==> src/rtl/par_frame_pkg.sv <==
// Shared types and constants for the even-parity framed serial transmitter.
package par_frame_pkg;

    typedef enum logic [2:0] {
        IDLE   = 3'd0,
        START  = 3'd1,
        DATA   = 3'd2,
        PARITY = 3'd3,
        STOP   = 3'd4
    } state_t;

    localparam logic LINE_IDLE  = 1'b1;
    localparam logic LINE_START = 1'b0;

    // Counter width that never collapses to zero bits for a count of one.
    function automatic int cnt_w(input int v);
        return (v <= 1) ? 1 : $clog2(v);
    endfunction

endpackage

==> src/rtl/par_reduce.sv <==
// Combinational even-parity generator: XOR of all bits of the word.
module par_reduce #(
    parameter int N = 8
) (
    input  logic [N-1:0] i_data,
    output logic         o_parity
);

    assign o_parity = ^i_data;

endmodule

==> src/rtl/par_frame_tx.sv <==
// Framed serial transmitter: start, N data bits LSB first, even parity, stop.
// Optional PAR_ERR_INJECT_EN adds err_inj to invert the parity of one frame.
module par_frame_tx
    import par_frame_pkg::*;
#(
    parameter int N            = 8,
    parameter int CLKS_PER_BIT = 4
) (
    input  logic         clk,
    input  logic         rst,
`ifdef PAR_ERR_INJECT_EN
    input  logic         err_inj,
`endif
    input  logic [N-1:0] s_data,
    input  logic         s_valid,
    output logic         s_ready,
    output logic         tx_out,
    output logic         busy,
    output logic         frame_done,
    output logic [2:0]   dbg_state
);

    localparam int CW = cnt_w(CLKS_PER_BIT);
    localparam int BW = $clog2(N);
    localparam logic [CW-1:0] CYC_LAST = CW'(CLKS_PER_BIT - 1);
    localparam logic [CW-1:0] CYC_PRE  = CW'(CLKS_PER_BIT - 2);
    localparam logic [BW-1:0] BIT_LAST = BW'(N - 1);

    state_t        r_state;
    logic [CW-1:0] r_cyc;
    logic [BW-1:0] r_bit;
    logic [N-1:0]  r_shift;
    logic          r_par;
    logic          r_tx;
    logic          r_ready;
    logic          r_busy;
    logic          r_done;

    logic          w_par;
    logic          w_par_lat;
    logic          w_take;
    logic          w_cyc_last;

    par_reduce #(.N(N)) u_reduce (
        .i_data   (s_data),
        .o_parity (w_par)
    );

`ifdef PAR_ERR_INJECT_EN
    assign w_par_lat = w_par ^ err_inj;
`else
    assign w_par_lat = w_par;
`endif

    // Handshake: a word transfers on any rising edge where s_valid && s_ready;
    // s_ready is high only in IDLE, and s_valid while not ready is ignored.
    assign w_take     = s_valid && r_ready;
    assign w_cyc_last = (r_cyc == CYC_LAST);

    always_ff @(posedge clk) begin
        if (rst) begin
            r_state <= IDLE;
            r_cyc   <= '0;
            r_bit   <= '0;
            r_shift <= '0;
            r_par   <= 1'b0;
            r_tx    <= LINE_IDLE;
            r_ready <= 1'b1;
            r_busy  <= 1'b0;
            r_done  <= 1'b0;
        end else begin
            r_done <= 1'b0;
            case (r_state)
                IDLE: begin
                    if (w_take) begin
                        r_shift <= s_data;
                        r_par   <= w_par_lat;
                        r_state <= START;
                        r_tx    <= LINE_START;
                        r_ready <= 1'b0;
                        r_busy  <= 1'b1;
                        r_cyc   <= '0;
                        r_bit   <= '0;
                    end
                end
                START: begin
                    if (w_cyc_last) begin
                        r_cyc   <= '0;
                        r_state <= DATA;
                        r_tx    <= r_shift[0];
                    end else begin
                        r_cyc <= r_cyc + 1'b1;
                    end
                end
                DATA: begin
                    if (w_cyc_last) begin
                        r_cyc <= '0;
                        if (r_bit == BIT_LAST) begin
                            r_state <= PARITY;
                            r_tx    <= r_par;
                        end else begin
                            r_bit   <= r_bit + 1'b1;
                            r_shift <= r_shift >> 1;
                            r_tx    <= r_shift[1];
                        end
                    end else begin
                        r_cyc <= r_cyc + 1'b1;
                    end
                end
                PARITY: begin
                    if (w_cyc_last) begin
                        r_cyc   <= '0;
                        r_state <= STOP;
                        r_tx    <= LINE_IDLE;
                        // A one-cycle stop bit is its own final cycle.
                        r_done  <= (CLKS_PER_BIT == 1);
                    end else begin
                        r_cyc <= r_cyc + 1'b1;
                    end
                end
                STOP: begin
                    if (w_cyc_last) begin
                        r_cyc   <= '0;
                        r_bit   <= '0;
                        r_state <= IDLE;
                        r_ready <= 1'b1;
                        r_busy  <= 1'b0;
                    end else begin
                        r_cyc  <= r_cyc + 1'b1;
                        r_done <= (CLKS_PER_BIT > 1) && (r_cyc == CYC_PRE);
                    end
                end
                default: begin
                    r_state <= IDLE;
                    r_cyc   <= '0;
                    r_bit   <= '0;
                    r_tx    <= LINE_IDLE;
                    r_ready <= 1'b1;
                    r_busy  <= 1'b0;
                end
            endcase
        end
    end

    assign s_ready    = r_ready;
    assign tx_out     = r_tx;
    assign busy       = r_busy;
    assign frame_done = r_done;
    assign dbg_state  = r_state;

endmodule

==> config.mk <==
export PLATFORM = sky130hd
export DESIGN_NAME = par_frame_tx
export DESIGN_NICKNAME = d
export VERILOG_FILES = /design/src/rtl/par_frame_pkg.sv /design/src/rtl/par_reduce.sv /design/src/rtl/par_frame_tx.sv
export SDC_FILE = /design/constraint.sdc
export NUM_CORES = 1
export LEC_CHECK = 0
export CAP_MARGIN = 5
export CORE_MARGIN = 10
export CORE_UTILIZATION = 40
export DETAILED_ROUTE_END_ITERATION = 12
export PLACE_DENSITY_LB_ADDON = 0.08
export RECOVER_POWER = 25
export SLEW_MARGIN = 10
export SYNTH_ARGS = -nofsm -noshare
export SYNTH_HDL_FRONTEND = slang
export SYNTH_SLANG_ARGS = --single-unit
==> constraint.sdc <==
create_clock -name clk -period 2.55 [get_ports clk]
set_clock_uncertainty 0.2 [all_clocks]
set_input_delay 0.3825 -clock clk [delete_from_list [all_inputs] [get_ports clk]]
set_output_delay 0.3825 -clock clk [all_outputs]
set_load 0.005 [all_outputs]
# Yosys cells after proc, flatten, opt, wreduce, memory -nomap -nowiden
# Cells that the tools add are included.
[totals]
inputBits = 11
out_inout_bits = 7
elab_cells = 70
reg_bits = 21
[classes]
n_reduce_logical = 14
mux = 28
n_bitwise = 3
eq_ne = 14
add_sub_neg = 2
[op_table]
columns = ["operator", "count"]
rows = [
  ["2-to-1 mux 3 bit", 9],
  ["2-to-1 mux 8 bit", 3],
  ["one-hot mux 8 bit (2 select lines)", 1],
  ["one-hot mux 3 bit (5 select lines)", 1],
  ["!= test 2 bit (second input constant)", 7],
  ["one-hot mux 3 bit (4 select lines)", 1],
  ["AND reduction 5 bit", 2],
  ["XOR reduction 8 bit", 1],
  ["2-to-1 mux 1 bit", 7],
  ["equality test 3 x 2 -> 1 bit (second input constant)", 2],
  ["equality test 3 bit (second input constant)", 2],
  ["one-hot mux 1 bit (3 select lines)", 2],
  ["AND reduction 6 bit", 1],
  ["OR reduction 3 bit", 2],
  ["one-hot mux 1 bit (5 select lines)", 1],
  ["equality test 2 bit (second input constant)", 2],
  ["2-to-1 mux 2 bit", 2],
  ["one-hot mux 2 bit (2 select lines)", 1],
  ["AND reduction 4 bit", 1],
  ["OR reduction 4 bit", 1],
  ["adder 3 x 1 -> 3 bit (second input constant)", 1],
  ["equality test 3 x 1 -> 1 bit (second input constant)", 1],
  ["zero test 3 bit", 1],
  ["NOT 1 bit", 3],
  ["6 further kinds", 6],
]

# Logic depth before layout (Yosys ltp)
[depth]
depth_word = 4
depth_mapped = 7
mapped_depth_nobuf = 6

# Modules after synthesis
# A second synthesis with hierarchy kept.
[hier_totals]
cells_unflattened = 126
hier_area_um2 = 1178.6
[modules_own_cells]
columns = ["mod", "instances", "cells_per_inst", "area_per_inst_um2", "seq_area_each_um2"]
rows = [
  ["par_frame_tx", 1, 119, 1117.3, 420.4],
  ["par_reduce", 1, 7, 61.3, 0.0],
]

# Least setup slack after synthesis
# No wires, ideal clock.
[synth_path]
path_kind = "flip-flop to flip-flop"
start = "reg r_cyc[0]"
end = "reg r_bit[1]"
arrival_time_ns = 1.460
setup_ns = 0.120
path_stages_with_launch = 7
path_buffers = 1
required_ns = 2.230
period_less_slack_ns = 1.780
path_slack_ns = 0.770
path_cell_list = "dfxtp_1 -> ha_1 -> buf_4 -> or4b_4 -> o311ai_4 -> or2_1 -> a21oi_1"
[synth_via]
elab_chain_len = 3
word_cells_on_any_way = 4
cone_classes = "eq/ne: 3; reduce/logical: 1"
[synth_rtl]
columns = ["item", "line_no", "rtl"]
rows = [
  ["start, declared", "par_frame_tx.sv:30", "logic [CW-1:0] r_cyc;"],
  ["start signal, assigned", "par_frame_tx.sv:92", "r_cyc <= r_cyc + 1'b1;"],
  ["start signal, assigned", "par_frame_tx.sv:107", "r_cyc <= r_cyc + 1'b1;"],
  ["start signal, assigned", "par_frame_tx.sv:118", "r_cyc <= r_cyc + 1'b1;"],
  ["equality test 2 bit *", "par_frame_tx.sv:58", "assign w_cyc_last = (r_cyc == CYC_LAST);"],
  ["!= test 2 bit (no line)", "--", ""],
  ["AND reduction 5 bit (no line) *", "--", ""],
  ["end signal, assigned", "par_frame_tx.sv:102", "r_bit <= r_bit + 1'b1;"],
  ["end, declared", "par_frame_tx.sv:31", "logic [BW-1:0] r_bit;"],
]
# Every way passes the cells marked *; elsewhere a longest branch is shown, timed or not.
# A chain may end at the register's enable or synchronous reset.

# Final worst setup path
[layout_path]
start = "reg r_state[0], in the netlist dbg_state[0]"
end = "out dbg_state[0]"
[layout_lines]
columns = ["item", "line_no", "rtl"]
rows = [
  ["start, declared", "par_frame_tx.sv:29", "state_t r_state;"],
  ["start signal, assigned", "par_frame_tx.sv:62", "r_state <= IDLE;"],
  ["start signal, assigned", "par_frame_tx.sv:78", "r_state <= START;"],
  ["start signal, assigned", "par_frame_tx.sv:89", "r_state <= DATA;"],
  ["end, declared", "par_frame_tx.sv:20", "output logic [2:0] dbg_state"],
]
# No word-level cell between the ends.

==> results.cfg <==
[finish]
fin_nets = 155
nFillCells = 275
fin_util_pct = 48.7
antenna_cells = 0
multi_input_area_sq_um = 671
stdcell_count = 170
regArea_sq_um = 420
syn2layout_area_growth_pct = 14.6
final_layout_size_suffix_gt1_share_pct = 10.8

[placement]
placedCellCount = 166
io_buffers = 17
gp_congestion = 0.748
pre_cts_ws_ps = 553
dpl.hpwl_mm = 1.80

[power]
power_switching_mw = 0.197
power_mw = 0.689
powerDensity_nw_per_um2 = 509
seq_power_share_pct = 54.0
clkPwrFrac_pct = 24.4
internal-power_mw = 0.492
ir_worst_vdd_mv = 0.281
p_sw_share_pct = 28.6
p_leak_nw = 0.479
combPwrFrac_pct = 21.5

[floorplanning]
dieArea_sq_um = 5530
start_util_pct = 42.5
rows = 19
die_x_um = 74.3
die_h_um = 74.3
coreArea_sq_um = 2780
ios = 18

[critical_path]
worstPathCellList = clkdlybuf4s50_1
path_class = flip-flop to primary output
end_kind = primary output
path_max_fanout = 12
crit_family = buffers and inverters
cp.arrival_ps = 1450
path_buf_inv = 1
required_ps = 1970
critPathMaxStageDelay_ps = 580
cp-start-kind = flip-flop
cp_slowest_cell = clkdlybuf4s50_1

[synthesis]
ys_async_sr_fraction_pct = 0
syn_nets = 140
syn_inst = 125
synth-edff-count = 0
yosys.area.top_type = dfxtp_1
syn_area_sq_um = 1180
synthDistinctLibCells = 40
ys_ff_latch = 21
synth_top_cell_area_share_pct = 35.6
seq_area_frac_synth_pct = 35.6
yosys_warnings = 0
synth_ff_type = dfxtp_1
syn_area_per_cell_sq_um = 9.45
synth.area.top_cells = dfxtp_1 36%, mux2i_1 6.8%, xnor2_1 5.2%
synth_common_cells = 21 x dfxtp_1, 14 x nor2_1, 9 x nand2_1
yosysMostFrequentCell = dfxtp_1

[timing]
min_period_over_period_pct = 79.8
grt_setup_unrepaired = false
max-slew-margin-rel_pct = 74.5
final_max_slew_viol_count = 0
period_needed_ps = 2040
fin_ws_ps = 514
setup_viol = 0
final-hold-violation-count = 0
tns_ps = 0
tightest_slew_ps = 381
fmax_mhz = 491

[clock_tree]
clk_pin_slew_worst_paths_ps = 130
numCtsBuffers = 3
cts-resized-gates = 0
htreeDepth = 1
cts_setup_buffers = 0
clk_latency_ps = 310
tritoncts = yes
cts_hold_buf = 0
clock-sinks = 21
cts_buffer_depth = 2
cts_root_buf = clkbuf_4

[grt]
grt_pass1_vias = 939
grt_pass1_wl_mm = 4.17
grt_overflow = 0
antenna_found_initial = 0
grt.total_usage_pct = 9.40
grt_max_degree = 16

[routing]
drt_iter0_drc = 48
avgRoutedWirePerCell_um = 14.4
ant_nets = 0
viasPerCell = 5.44
via_count = 925
wirelength_mm = 2.45
drt_first_pass_iters = 4
route.detailed.drc = 0

[run]
cap_violations = 0

[min_path]
hold_class = flip-flop to flip-flop

[outcome]
status = completed
[cells by family (layout without fill, tap and decap cells)]
group / after synthesis / in the layout / synth area share, %
adders and majority gates: 4 / 4 / 4.24
AOI/OAI and AO/OA: 29 / 29 / 19.6
and+or+nand+nor: 43 / 43 / 20.6
DFF: 21 / 21 / 35.6
muxes: 9 / 9 / 7.73
xor gates and xnor gates: 8 / 8 / 5.93
buffers and inverters: 11 / 25 / 6.35
[metal layers]
layer  vias to the layer above  track usage (%)  share of wire [%]
met5                         -                0                  0
met4                         0             4.07               0.53
met1                       421             11.0                 48
met2                        25             15.2                 46
li1                        477                -                  -
met3                         2             3.32                6.0
[cells in the final DEF, fill, tap and decap left out, types with 2 or more instances in the layout]
cell type | synthesis | layout
a211oi_1 | 8 | 8
buf_4 | 2 | 3
clkbuf_4 | 0 | 3
and3b_2 | 2 | 2
clkdlybuf4s50_1 | 0 | 17
nand2_1 | 9 | 9
a211o_1 | 2 | 2
a21oi_1 | 8 | 8
xnor2_1 | 7 | 7
nor3_1 | 2 | 3
or2_1 | 3 | 2
nor2_1 | 14 | 14
ha_1 | 4 | 4
nand3_1 | 2 | 2
dfxtp_1 | 21 | 21
mux2i_1 | 8 | 8
nand2b_1 | 3 | 3
[stage by stage]
step | hold slack [ps] | cell area, sq um
2_1_floorplan | 236 | 1180
3_3_place_gp | 250 | 1340
3_5_place_dp | 262 | 1340
4_1_cts | 280 | 1370
5_1_grt | 297 | 1350
6_report | 278 | 1350
[worst paths after layout]
kind                            slack (ps)    startpoint            to  cells after the start
worst max-delay path                   510  dbg_state[0]  dbg_state[0]                      1
worst min-delay path                   280      r_bit[1]      r_bit[1]                      2
worst max register to register         590      r_cyc[0]      r_bit[2]                      5
worst min register to register         280      r_bit[1]      r_bit[1]                      2
[registers in the layout, summed over array words and instances, names as in the netlist]
| register | cells |
|---|---|
| r_shift | 8 |
| dbg_state | 3 |
| r_bit | 3 |
| r_cyc | 2 |
| busy | 1 |
| frame_done | 1 |
| r_par | 1 |
| s_ready | 1 |
| tx_out | 1 |
[power groups by stage]
stage                     combinational, mW  clock, mW  sequential (mW)
after floorplan                       0.113          0            0.373
after global routing                  0.166      0.191            0.377
after detailed placement              0.152          0            0.380
after CTS                             0.153      0.175            0.373
after global placement                0.150          0            0.379
final                                 0.148      0.168            0.373
[layout make-up]
cell class	instances	area share [%]
Clock buffer	3	1.66
Clock inverter	1	0.370
Inverter	1	0.277
Multi-Input combinational cell	93	49.5
Sequential cell	21	31.1
Tap cell	31	2.87
Timing Repair Buffer	20	14.2
(Power assumes the default switching activity.)
